===== src/rtl/instruction_fetch_unit.sv =====
// Instruction fetch unit: drives the program counter, issues instruction-memory reads and
// queues fetched words in a 2-entry FIFO for decode. Optional trap macro: FETCH_MISALIGN_TRAP_EN.
module instruction_fetch_unit (
    input  logic        clk,
    input  logic        reset,
    input  logic [63:0] pc_cur,
    output logic [63:0] pc_next,
    output logic        mem_req,
    output logic [63:0] mem_addr,
    input  logic        mem_ack,
    input  logic [31:0] mem_rdata,
    input  logic        redirect,
    input  logic [63:0] redirect_target,
    output logic        instr_valid,
    input  logic        instr_ready,
    output logic [31:0] instr,
    output logic [63:0] instr_pc,
    output logic        misalign
);

    typedef enum logic [1:0] {IDLE, REQ, WAIT_Q, FAULT} state_t;

    state_t      r_state;
    state_t      w_state_nxt;
    logic [31:0] r_q_data [2];
    logic [63:0] r_q_pc   [2];
    logic        r_rd_ptr;
    logic        r_wr_ptr;
    logic [1:0]  r_count;
    logic [63:0] w_fetch_pc;
    logic        w_misaligned;
    logic        w_push;
    logic        w_pop;

`ifdef FETCH_MISALIGN_TRAP_EN
    assign w_fetch_pc   = pc_cur;
    assign w_misaligned = (pc_cur[1:0] != 2'b00);
`else
    // Without the trap, low PC bits are simply ignored for fetch and reporting.
    assign w_fetch_pc   = {pc_cur[63:2], 2'b00};
    assign w_misaligned = 1'b0;
`endif

    assign mem_addr    = w_fetch_pc;
    assign instr_valid = (r_count != 2'd0);
    assign instr       = r_q_data[r_rd_ptr];
    assign instr_pc    = r_q_pc[r_rd_ptr];
    assign w_pop       = instr_valid && instr_ready && !redirect;
    assign w_push      = mem_req && mem_ack && !redirect;

    always_comb begin
        w_state_nxt = r_state;
        mem_req     = 1'b0;
        pc_next     = pc_cur;
        misalign    = 1'b0;
        case (r_state)
            IDLE: w_state_nxt = REQ;
            REQ: begin
                if (w_misaligned) begin
                    w_state_nxt = FAULT;
                end else begin
                    mem_req = 1'b1;
                    if (mem_ack) begin
                        pc_next = w_fetch_pc + 64'd4;
                        // Second entry lands with nobody draining: stall until decode pops.
                        if (r_count == 2'd1 && !w_pop)
                            w_state_nxt = WAIT_Q;
                    end
                end
            end
            WAIT_Q: begin
                if (w_pop)
                    w_state_nxt = REQ;
            end
            FAULT: begin
`ifdef FETCH_MISALIGN_TRAP_EN
                misalign = 1'b1;
`endif
                w_state_nxt = FAULT;
            end
        endcase
        if (redirect) begin
            pc_next     = redirect_target;
            w_state_nxt = REQ;
        end
        if (reset)
            pc_next = 64'd0;
    end

    always_ff @(posedge clk or posedge reset) begin
        if (reset)
            r_state <= IDLE;
        else
            r_state <= w_state_nxt;
    end

    always_ff @(posedge clk or posedge reset) begin
        if (reset) begin
            for (int i = 0; i < 2; i++) begin
                r_q_data[i] <= 32'd0;
                r_q_pc[i]   <= 64'd0;
            end
            r_rd_ptr <= 1'b0;
            r_wr_ptr <= 1'b0;
            r_count  <= 2'd0;
        end else if (redirect) begin
            r_rd_ptr <= 1'b0;
            r_wr_ptr <= 1'b0;
            r_count  <= 2'd0;
        end else begin
            if (w_push) begin
                r_q_data[r_wr_ptr] <= mem_rdata;
                r_q_pc[r_wr_ptr]   <= w_fetch_pc;
                r_wr_ptr           <= ~r_wr_ptr;
            end
            if (w_pop)
                r_rd_ptr <= ~r_rd_ptr;
            r_count <= r_count + {1'b0, w_push} - {1'b0, w_pop};
        end
    end

endmodule


===== config.mk =====
export PLATFORM = sky130hd
export DESIGN_NAME = instruction_fetch_unit
export DESIGN_NICKNAME = d
export VERILOG_FILES = /design/src/rtl/instruction_fetch_unit.sv
export SDC_FILE = /design/constraint.sdc
export NUM_CORES = 1
export LEC_CHECK = 0
export CAP_MARGIN = 25
export CORE_AREA = 2 2 151 153
export CTS_CLUSTER_SIZE = 14
export DETAILED_ROUTE_END_ITERATION = 6
export DIE_AREA = 0 0 153 155
export DONT_BUFFER_PORTS = 1
export GPL_ROUTABILITY_DRIVEN = 0
export HOLD_SLACK_MARGIN = 0.06
export PLACE_DENSITY = 0.75
export SETUP_SLACK_MARGIN = 0.5
export SYNTH_ARGS = -nofsm -noshare
export SYNTH_HDL_FRONTEND = slang
export SYNTH_SLANG_ARGS = --single-unit

===== constraint.sdc =====
create_clock -name clk -period 11.89 [get_ports clk]
set_input_delay 1.189 -clock clk [delete_from_list [all_inputs] [get_ports clk]]
set_output_delay 1.189 -clock clk [all_outputs]
set_load 0.02 [all_outputs]

==> flow_summary.json, run 1 <==
{
  "fin_setup_tns_ns": 0,
  "initialDrtViolationCount": 709,
  "synth_edf_count": 0,
  "routed_via_density": 6.58,
  "fmax_mhz": 202,
  "cp_max_fo": 14,
  "core_um2": 22200,
  "synth_ff_type": "dfrtp_1",
  "clk_path_buf_depth": 2,
  "grt_usage_pct": 26.0,
  "maxCapViolations": 0,
  "yosysWarningCount": 0,
  "drcViolationCount": 0,
  "ant_nets": 0,
  "grt_first_pass_wirelength_mm": 48.3,
  "drv_slew": 0,
  "first_global_vias": 7927,
  "start_util_pct": 51.9,
  "layout_commonest_cell": "mux2_2",
  "cts.sinks": 194,
  "criticalPathCategory": "in -> out",
  "crit_required_ns": 10.70,
  "synth.avg_cell_area_um2": 11.0,
  "postCtsSetupRepairBufs": 0,
  "die_w_um": 153,
  "period_share_pct": 41.5,
  "min_path_type": "reg -> reg",
  "synth_seq_area_share_pct": 42.1,
  "fp.dieH_um": 155,
  "cts_tree": "built",
  "setup_viol": 0,
  "ctsResizeCount": 0,
  "fin_worst_skew_ns": 0.0164,
  "grt-ovfl-total": 0,
  "clk_pin_slew_ns": 0.07,
  "synthAdderAreaFrac_pct": 0.325,
  "synth-compound-area-share_pct": 5.61,
  "finalPower_uw": 2720,
  "final_layout_size_suffix_gt1_share_pct": 36.3,
  "netlist_instances": 1051,
  "p_leak_uw": 0.00465,
  "status": "finished, final reports clean",
  "worstPathArrival_ns": 3.75,
  "num_rows": 55,
  "syn_to_final_growth_pct": 2.91,
  "r2r_cells": 6,
  "grt_antenna_before_repair": 1,
  "final_cell_mix": "mux2_2, dfrtp_1, nor2_1",
  "end_kind": "output port",
  "hold_violations": 0,
  "critPathLaunchType": "input port",
  "dieArea_um2": 23700,
  "wire_per_inst_um": 25.5,
  "ys_types": 64,
  "rsz0062_at_grt": "false",
  "synth_top_family_by_area": "multiplexers",
  "drt_pass1_iterations": 5,
  "grt_max_degree": 135,
  "hold_slack_ns": 0.504,
  "async_reset_ff_share_pct": 100,
  "postCtsHoldBufs": 0,
  "slew_headroom_pct": 26.3,
  "totalWireLength_mm": 31.6,
  "synth_mux_area_share_pct": 28.3,
  "period_needed_ns": 4.94,
  "nets": 1110,
  "clkLatencyLatePin_ns": 0.43,
  "ios": 392,
  "synth_xor_area_share_pct": 2.43,
  "worst_slew_pin_slew_ns": 1.10,
  "synth_area_um2": 11500,
  "hpwlAfterDp_mm": 22.2,
  "root_buffer": "clkbuf_16",
  "cts_htree_levels": 4,
  "portBuffers": 0,
  "hold_depth": 2,
  "cts_inserted_buffers": 17,
  "ys_ff_latch": 194,
  "n_antenna_cell": 0,
  "p_per_area_nw_per_um2": 229,
  "vdd_drop_max_v": 0.000138,
  "synthSimpleGateAreaFrac_pct": 14.0,
  "vias": 8163
}
-- metal layers --
metal  part of all wire (%)  wire length, µm  GRT usage [%]
met1                     42            13400           35.3
met2                     48            15000           41.1
met3                    8.4             2660           7.80
met4                    1.5              474           6.53
met5                      0                0              0
-- cell usage after synthesis, types with 9 or more instances --
master    number  area, µm²
and3_1        21        131
buf_4         67        503
xor2_1         9       78.8
mux2_2       282       3180
o21ai_0       16       80.1
a21oi_1       13       65.1
nor4_1        23        144
buf_1         14       52.6
nor2_1        59        221
xnor2_1       23        201
nor3_1        13       65.1
clkbuf_1      55        206
a211oi_1      25        188
dfrtp_1      194       4850
nand4_1       28        175
nand3_1       45        225
nand2_1       44        165
-- through the flow --
step	std cells	setup slack [ns]	instance area (µm²)	util, %
floorplan	1055	2.08	11500	-
global route	1240	6.80	11900	53.4
finish	1240	6.95	11900	53.4
detailed placement	1207	6.96	11200	50.4
global placement	1206	7.00	11200	50.4
CTS	1239	6.95	11800	53.3
-- worst paths after layout --
check                                               end  slack [ns]                    from
worst max-delay path                        pc_next[57]        6.95              pc_cur[16]
worst min-delay path             r_q_pc[19]$_DFFE_PP0P_        0.50  r_q_pc[19]$_DFFE_PP0P_
worst max register to register  r_q_pc[123]$_DFFE_PP0P_        8.90  r_state[1]$_DFFE_PP0P_
worst min register to register   r_q_pc[19]$_DFFE_PP0P_        0.50  r_q_pc[19]$_DFFE_PP0P_
max in group asynchronous          r_rd_ptr$_DFFE_PP0N_        9.79                   reset
min in group asynchronous        r_q_pc[14]$_DFFE_PP0P_        0.84                   reset
-- logic make-up after synthesis --
group	Yosys count
xor gates and xnor gates	32
muxes	291
AOI/OAI and AO/OA	89
adders and majority gates	3
and+or+nand+nor	293
DFF	194
buffers and inverters	148
other	1
-- critical path, stage by stage --
cell and delay (ns):
and3_1 0.26, nand3_1 0.46, or4_4 0.74, mux2_1 0.34
a2111oi_2 0.76
-- power breakdown --
group	switching, µW	total [µW]	internal [µW]
registers	161	1130	966
clock network	311	607	297
logic	540	983	443
-- sequential cells by signal, indices dropped and copies added (netlist names) --
name,flops
r_count,2
r_state,2
r_rd_ptr,1
r_q_data,64
r_q_pc,124
r_wr_ptr,1
-- layout make-up --
type                       instances  area [µm²]
clock buffer                      17         425
clock inverter                    15         214
fill                            1927       10400
inverter                           5        27.5
multi-input combinational        713        5890
sequential                       194        4860
tap                              285         357
timing repair buffer              11         100
No activity file was read; power rests on OpenSTA's default activity.
==> run 2: changes to the inputs <==
==> constraint.sdc (replaced) <==
create_clock -name clk -period 5 [get_ports clk]
set_input_delay 0.5 -clock clk [delete_from_list [all_inputs] [get_ports clk]]
set_output_delay 0.5 -clock clk [all_outputs]
set_load 0.02 [all_outputs]
==> run 2 against run 1 <==
Sequential power up 140%. Sequential share of layout area down 0.18 points. Via count about the same. Sequential cell count unchanged. Highest routed layer unchanged.
==> flow_summary.json, run 2 (synthesized netlist as in run 1, its figures left out) <==
{
  "status": "finished, final reports clean",
  "routed_via_density": 6.54,
  "largestRegisters": "r_q_pc x124, r_q_data x64",
  "critPathLaunchType": "register",
  "final_cell_mix": "mux2_2, dfrtp_1, nor2_1",
  "crit_required_ns": 4.50,
  "rsz0062_at_grt": "false",
  "num_rows": 55,
  "ios": 392,
  "drv_slew": 0,
  "slowest_stage": "or4_1",
  "p_sw_uw": 2420,
  "worst_slew_pin_slew_ns": 1.11,
  "min_path_type": "in -> async",
  "placedInstanceArea_um2": 11300,
  "seqPwrFrac_pct": 41.0,
  "fin_worst_skew_ns": 0.0217,
  "pwr-share-clk_pct": 22.5,
  "r2r_cells": 5,
  "vias": 8155,
  "finalPower_uw": 6490,
  "regMostFlops": "r_q_pc",
  "swShare_pct": 37.3,
  "clkLatencyLatePin_ns": 0.44,
  "hold_violations": 0,
  "core_um2": 22200,
  "postCtsSetupRepairBufs": 0,
  "root_buffer": "clkbuf_16",
  "ctsResizeCount": 0,
  "fill_cells": 1928,
  "period_share_pct": 79.4,
  "fp.dieH_um": 155,
  "p_leak_uw": 0.00468,
  "largest_register_ffs": 124,
  "start_util_pct": 51.9,
  "wire_per_inst_um": 26.0,
  "syn_to_final_growth_pct": 3.35,
  "period_needed_ns": 3.97,
  "hpwlAfterDp_mm": 22.8,
  "fin_setup_tns_ns": 0,
  "p_per_area_nw_per_um2": 544,
  "first_global_vias": 7865,
  "portBuffers": 0,
  "cts.sinks": 194,
  "end_kind": "output port",
  "worst-path-stages": 5,
  "cts_tree": "built",
  "ant_nets": 0,
  "postCtsHoldBufs": 0,
  "path_buf_inv": 0,
  "maxCapViolations": 0,
  "fmax_mhz": 252,
  "pwr-share-comb_pct": 36.5,
  "criticalPathCategory": "reg -> out",
  "setup_viol": 0,
  "path_cells": "nand3b_1, or4_1, nor4_1, xnor2_1, a211oi_1",
  "fin_cells": 1246,
  "drcViolationCount": 0,
  "grt_first_pass_wirelength_mm": 48.8,
  "dp_cells": 1213,
  "cts_htree_levels": 4,
  "initialDrtViolationCount": 599,
  "cp_max_fo": 11,
  "clk_path_buf_depth": 2,
  "drt_pass1_iterations": 5,
  "grt_max_degree": 109,
  "cts_inserted_buffers": 17,
  "nets": 1115,
  "vdd_drop_max_v": 0.000338,
  "layout_commonest_cell": "mux2_2",
  "die_w_um": 153,
  "slew_headroom_pct": 25.9,
  "grt_antenna_before_repair": 1,
  "post-route-util_pct": 53.6,
  "clk_pin_slew_ns": 0.09,
  "final_layout_size_suffix_gt1_share_pct": 36.7,
  "cp_top_family": "simple AND/OR/NAND/NOR gates",
  "dieArea_um2": 23700,
  "totalWireLength_mm": 32.5,
  "p_int_uw": 4060,
  "grt-ovfl-total": 0,
  "grt_usage_pct": 26.5,
  "worstPathArrival_ns": 3.47,
  "final_cell_area_um2": 11900,
  "cpPeakStageDelay_ns": 0.84
}
-- run 2: final cells by class --
cell class | count | area [µm²] | share of cell area, %
multi-input cells | 713 | 5890 | 49.4
flip-flops and latches | 194 | 4860 | 40.8
clock buffers | 17 | 425 | 3.57
well taps | 285 | 357 | 2.99
clock inverters | 15 | 210 | 1.76
repair buffers | 16 | 153 | 1.28
inverters | 5 | 27.5 | 0.231
diodes | 1 | 2.50 | 0.0210
-- run 2: stage by stage --
step,setup slack [ns],hold WS [ns]
after floorplan,1.28,0.444
after global placement,1.53,0.457
after detailed placement,1.47,0.470
after CTS,0.970,0.0865
after global routing,0.768,0.102
final,1.03,0.0751
-- run 2: worst reg2reg max path: cells and delay by family (launching register included) --
family        cells  cell delay, ns
simple gates      3            0.80
mux               1            0.53
buf+inv           1            0.73
flops             1            0.44
-- run 2: layer usage --
metal | vias to the layer above | global-route usage (%) | wire (µm)
met4 | 0 | 8.77 | 808
met1 | 4111 | 35.7 | 13600
li1 | 3569 | - | -
met3 | 49 | 7.24 | 2670
met2 | 426 | 41.9 | 15400
met5 | - | 0 | 0
-- run 2: path summary, 6_finish.rpt --
path,to,start,slack [ns]
min in group clk,r_state[1]$_DFFE_PP0P_,redirect,0.17
max,pc_next[41],r_state[1]$_DFFE_PP0P_,1.03
max reg2reg,r_q_pc[96]$_DFFE_PP0P_,r_state[1]$_DFFE_PP0P_,2.39
min,r_q_pc[76]$_DFFE_PP0P_,reset,0.08
max in group asynchronous,r_q_pc[103]$_DFFE_PP0P_,reset,3.16
min reg2reg,r_q_pc[19]$_DFFE_PP0P_,r_q_pc[19]$_DFFE_PP0P_,0.49
-- run 2: power by group through the flow --
stage          clock, µW  combinational (µW)  sequential (µW)
6_report            1460                2370             2660
5_1_grt             1550                2510             2750
4_1_cts             1490                2390             2650
3_5_place_dp           0                2390             2680
3_3_place_gp           0                2290             2680
2_1_floorplan          0                2190             2550
==> run 3: changes to the inputs <==
--- a/config.mk
+++ b/config.mk
@@ -6,14 +6,14 @@
 export NUM_CORES = 1
 export LEC_CHECK = 0
 export CAP_MARGIN = 25
-export CORE_AREA = 2 2 151 153
+export CORE_AREA = 2 2 153 155
 export CTS_CLUSTER_SIZE = 14
 export DETAILED_ROUTE_END_ITERATION = 6
-export DIE_AREA = 0 0 153 155
+export DIE_AREA = 0 0 155 157
 export DONT_BUFFER_PORTS = 1
 export GPL_ROUTABILITY_DRIVEN = 0
 export HOLD_SLACK_MARGIN = 0.06
-export PLACE_DENSITY = 0.75
+export PLACE_DENSITY = 0.77
 export SETUP_SLACK_MARGIN = 0.5
 export SYNTH_ARGS = -nofsm -noshare
 export SYNTH_HDL_FRONTEND = slang
==> constraint.sdc (replaced) <==
create_clock -name clk -period 3.6 [get_ports clk]
set_input_delay 0.36 -clock clk [delete_from_list [all_inputs] [get_ports clk]]
set_output_delay 0.36 -clock clk [all_outputs]
set_load 0.02 [all_outputs]
==> run 3 against run 2 <==
Sequential power grew 41%. Combinational power grew 44%. Core utilization grew 3.7 points. Sequential cell count is the same. Via count grew 7.9%. Critical path type unchanged.
==> flow_summary.json, run 3 (synthesized netlist as in run 1, its figures left out) <==
{
  "worst_slew_pin_slew_ns": 0.842,
  "wire_per_inst_um": 26.7,
  "grt_antenna_before_repair": 0,
  "multiInputGateArea_um2": 6020,
  "grt-ovfl-total": 0,
  "register_area_um2": 4860,
  "dieArea_um2": 24300,
  "hold_violations": 0,
  "ios": 392,
  "hpwlAfterDp_mm": 23.8,
  "n_antenna_cell": 0,
  "crit_required_ns": 3.24,
  "cts_tree": "built",
  "fmax_mhz": 317,
  "setup_viol": 0,
  "fin_cells": 1341,
  "p_per_area_nw_per_um2": 705,
  "portBuffers": 0,
  "cp_max_fo": 7,
  "critPathLaunchType": "register",
  "criticalPathCategory": "reg -> out",
  "drv_slew": 0,
  "end_kind": "output port",
  "dp_cells": 1238,
  "fp.dieH_um": 157,
  "die_w_um": 155,
  "min_path_type": "in -> reg",
  "status": "finished, final reports clean",
  "fin_worst_skew_ns": 0.0160,
  "num_rows": 55,
  "start_util_pct": 51.2,
  "largest_register_ffs": 124,
  "syn_to_final_growth_pct": 11.8,
  "vdd_drop_max_v": 0.000489,
  "routed_via_density": 6.56,
  "cts_htree_levels": 4,
  "period_share_pct": 87.5,
  "path_buf_inv": 1,
  "rsz0062_at_grt": "true",
  "fill_cells": 1884,
  "finalWorstSetupSlack_ns": 0.449,
  "cp_top_family": "simple AND/OR/NAND/NOR gates",
  "vias": 8798,
  "nets": 1211,
  "p_leak_uw": 0.00515,
  "core_um2": 22500,
  "fin_setup_tns_ns": 0,
  "slew_headroom_pct": 43.7,
  "final_cell_mix": "mux2_2, dfrtp_1, dlygate4sd3_1",
  "place_ws_ns": 0.563,
  "first_global_vias": 8453,
  "grt_max_degree": 80,
  "largestRegisters": "r_q_pc x124, r_q_data x64",
  "initialDrtViolationCount": 754,
  "layout_commonest_cell": "mux2_2",
  "cts_inserted_buffers": 17,
  "ant_nets": 0,
  "totalWireLength_mm": 35.7,
  "cts.sinks": 194,
  "maxCapViolations": 0,
  "drcViolationCount": 0,
  "grt_usage_pct": 27.5,
  "worstPathArrival_ns": 2.79,
  "cpPeakStageDelay_ns": 0.66,
  "clk_pin_slew_ns": 0.08,
  "slowest_stage": "or4_4",
  "period_needed_ns": 3.15,
  "clk_path_buf_depth": 2,
  "grt_first_pass_wirelength_mm": 51.0,
  "clkLatencyLatePin_ns": 0.44,
  "path_cells": "nand3b_1, or4_4, nor4_2, xnor2_1, a211oi_2, buf_4",
  "regMostFlops": "r_q_pc",
  "final_layout_size_suffix_gt1_share_pct": 38.4,
  "drt_pass1_iterations": 7,
  "root_buffer": "clkbuf_16"
}
## run 3: routing by layer
metal / track usage [%] / wire (µm) / up-vias
met1: 35.7 / 14600 / 4481
met3: 8.04 / 3300 / 45
met2: 44.9 / 17200 / 502
li1: - / - / 3770
met5: 0 / 0 / -
met4: 7.89 / 561 / 0
## run 3: repair_timing
action,in CTS,in global routing
cloned,0,1
endpoints found under the hold margin,128,11
pin swaps,5,6
buffers inserted,3,6
resized for setup,8,17
endpoints found under the setup margin,17,12
hold buffers,50,11
## run 3: final timing paths
path                                         from                  endpoint  slack, ns  depth (start not counted)
setup / recovery           r_state[1]$_DFFE_PP0P_               pc_next[41]       0.45                          6
hold / removal                       mem_rdata[2]  r_q_data[34]$_DFFE_PP0P_       0.07                          1
setup reg to reg           r_state[1]$_DFFE_PP0P_  r_q_data[39]$_DFFE_PP0P_       1.06                          6
hold reg to reg            r_q_pc[19]$_DFFE_PP0P_    r_q_pc[19]$_DFFE_PP0P_       0.49                          2
max in group asynchronous                   reset   r_q_pc[107]$_DFFE_PP0P_       1.83                          3
min in group asynchronous                   reset   r_q_data[1]$_DFFE_PP0P_       0.58                          2
## run 3: per-stage QoR
| step | instance area (µm²) | total power, µW | util, % | hold slack (ns) |
|---|---|---|---|---|
| floorplan | 11600 | 6580 | - | 0.444 |
| global placement | 11500 | 6930 | 50.9 | 0.313 |
| detailed placement | 11500 | 7090 | 50.9 | 0.350 |
| CTS | 12600 | 9090 | 56.2 | 0.0602 |
| global route | 12900 | 9520 | 57.3 | 0.0591 |
| finish | 12900 | 9090 | 57.3 | 0.0675 |
## run 3: area by class of cell
| class | instances | share of cell area, % |
|---|---|---|
| clock buffer | 17 | 3.30 |
| clock inverter | 15 | 1.46 |
| inverter | 5 | 0.214 |
| multi-input combinational | 714 | 46.7 |
| sequential | 194 | 37.7 |
| tap | 285 | 2.77 |
| timing repair buffer | 111 | 7.84 |
## run 3: where the power goes
part	internal (µW)	switching [µW]	leakage, µW	total [µW]
Combinational	1550	1860	0.00255	3410
Clock	946	995	0.000297	1940
Sequential	3190	544	0.00231	3740
## run 3: worst reg2reg max path: cells and delay by family, from the launching register on
kind          cells  cell delay [ns]
flops             1             0.42
mux               1             0.49
buf+inv           2             0.76
simple gates      3             0.75
==> RTL change: new RTL, config.mk and constraints of run 3 <==
The 4 states of `state_t` get a Gray code encoding in 2 bits.
--- a/src/rtl/instruction_fetch_unit.sv
+++ b/src/rtl/instruction_fetch_unit.sv
@@ -20,3 +20,3 @@
 
-    typedef enum logic [1:0] {IDLE, REQ, WAIT_Q, FAULT} state_t;
+    typedef enum logic [1:0] {IDLE = 2'b00, REQ = 2'b01, WAIT_Q = 2'b11, FAULT = 2'b10} state_t;
 
Formal check against the unedited RTL: same outputs for any inputs over 4 cycles, from zero or initial values and one cycle with reset high; so few cycles prove little.
==> RTL change against run 3 <==
Clock power increased by 4%. Count of clock-buffer cells in the layout unchanged. Power increased by 9.0%. Sequential cell count unchanged. Non-clock buffer count increased by 69. Area after synthesis decreased by 0.64%. Register-to-register slack improved by 0.06 ns. Synthesized cell count decreased by 3.6%. Wire length decreased by 1.8%. Cell area increased by 8.1%. Core utilization increased by 4.7 points. Worst setup slack got worse by 0.29 ns. Largest cell class unchanged. Largest power group is now combinational cells.
==> RTL change: results <==
metrics = {
    "routing": {
        "drt-vias-per-instance": 6.31,
        "drt_iter0_drc": 543,
        "wl_met2_um": 17500,
        "drt_pass1_iterations": 5,
        "wl_met3_um": 2670,
        "wl_per_cell_um": 25.5,
    },
    "layout": {
        "multi_input_area_mm2": 0.00628,
        "nFillCells": 1740,
        "buf_share_pct": 12.4,
        "inverters": 17,
        "multi_input_comb_cells": 670,
        "final_nets": 1251,
        "drive_above_1_share_pct": 45.0,
        "diodes": 1,
        "clockNetworkAreaShare_pct": 4.56,
        "signal_buffers": 180,
    },
    "power": {
        "power_leakage_nw": 5.71,
        "ir_worst_vdd_uv": 442,
        "p_switching_mw": 3.74,
    },
    "worst_setup_path": {
        "r2r_end": "r_q_pc[106]$_DFFE_PP0P_",
        "slowest_delay_ns": 0.52,
        "worstPathArrival_ns": 3.08,
        "cp_max_fo": 6,
        "rrSetupSlack_ns": 1.12,
    },
    "synth": {
        "synth_compound_area_share_pct": 6.56,
        "yosys-mux-area-fraction_pct": 27.8,
        "yosys-top-cells-area": "dfrtp_1 (42%), mux2_2 (27%), buf_4 (4.5%)",
        "synth_fa_ha_area_share_pct": 0.655,
        "synth_xor_xnor_area_share_pct": 2.90,
        "synth_common_cells": "mux2_2 (278), dfrtp_1 (194), buf_4 (69)",
        "ys_types": 66,
    },
    "timing": {
        "clock_skew_ns": 0.0133,
        "slew_headroom_pct": 46.0,
        "holdWs_ns": 0.0729,
    },
    "global_routing": {
        "use_met3_pct": 7.68,
        "grtUsageTotal_pct": 27.5,
        "grt_max_degree": 99,
        "grt_pass1_wl_um": 51200,
        "grt_pass1_vias": 8585,
        "antenna_found_initial": 1,
        "grt_util_met2_pct": 47.1,
    },
    "run_status": {
        "outcome": "finished clean",
    },
    "clock_tree": {
        "post_cts_buffers": 21,
    },
    "worst_hold_path": {
        "hold_start": "mem_rdata[30]",
        "holdPathEnd": "r_q_data[62]$_DFFE_PP0P_",
    },
}
[RTL change: cell count changes after synthesis, sizes merged, moves of 8 or more]
| cell | run 3 | this run |
|---|---|---|
| nand3 | 46 | 21 |
| inv | 5 | 17 |
| nor4 | 24 | 16 |
| a22oi | 8 | 0 |
| and3 | 22 | 6 |
[RTL change: cells by family (layout without fill, tap and decap cells)]
logic type / Yosys count / after routing
AND/OR/NAND/NOR: 237 / 238
XOR/XNOR: 38 / 38
adder cells (fa/ha/maj): 6 / 6
AO/OA/AOI/OAI: 100 / 100
buffers and inverters: 154 / 229
multiplexers: 283 / 283
other: 1 / 6
flip-flops: 194 / 194
[RTL change: metrics by stage]
step           cell area [um2]  power, mW  setup WS [ns]  instances  util, %
2_1_floorplan            11600       7.04          0.499       1017        -
3_3_place_gp             11700       7.50          0.433       1227     51.8
3_5_place_dp             11700       7.66          0.392       1227     51.8
4_1_cts                  13300       9.86         0.0784       1333     59.3
5_1_grt                  13900       10.4         0.0595       1379     61.9
6_report                 13900       9.91          0.161       1379     61.9
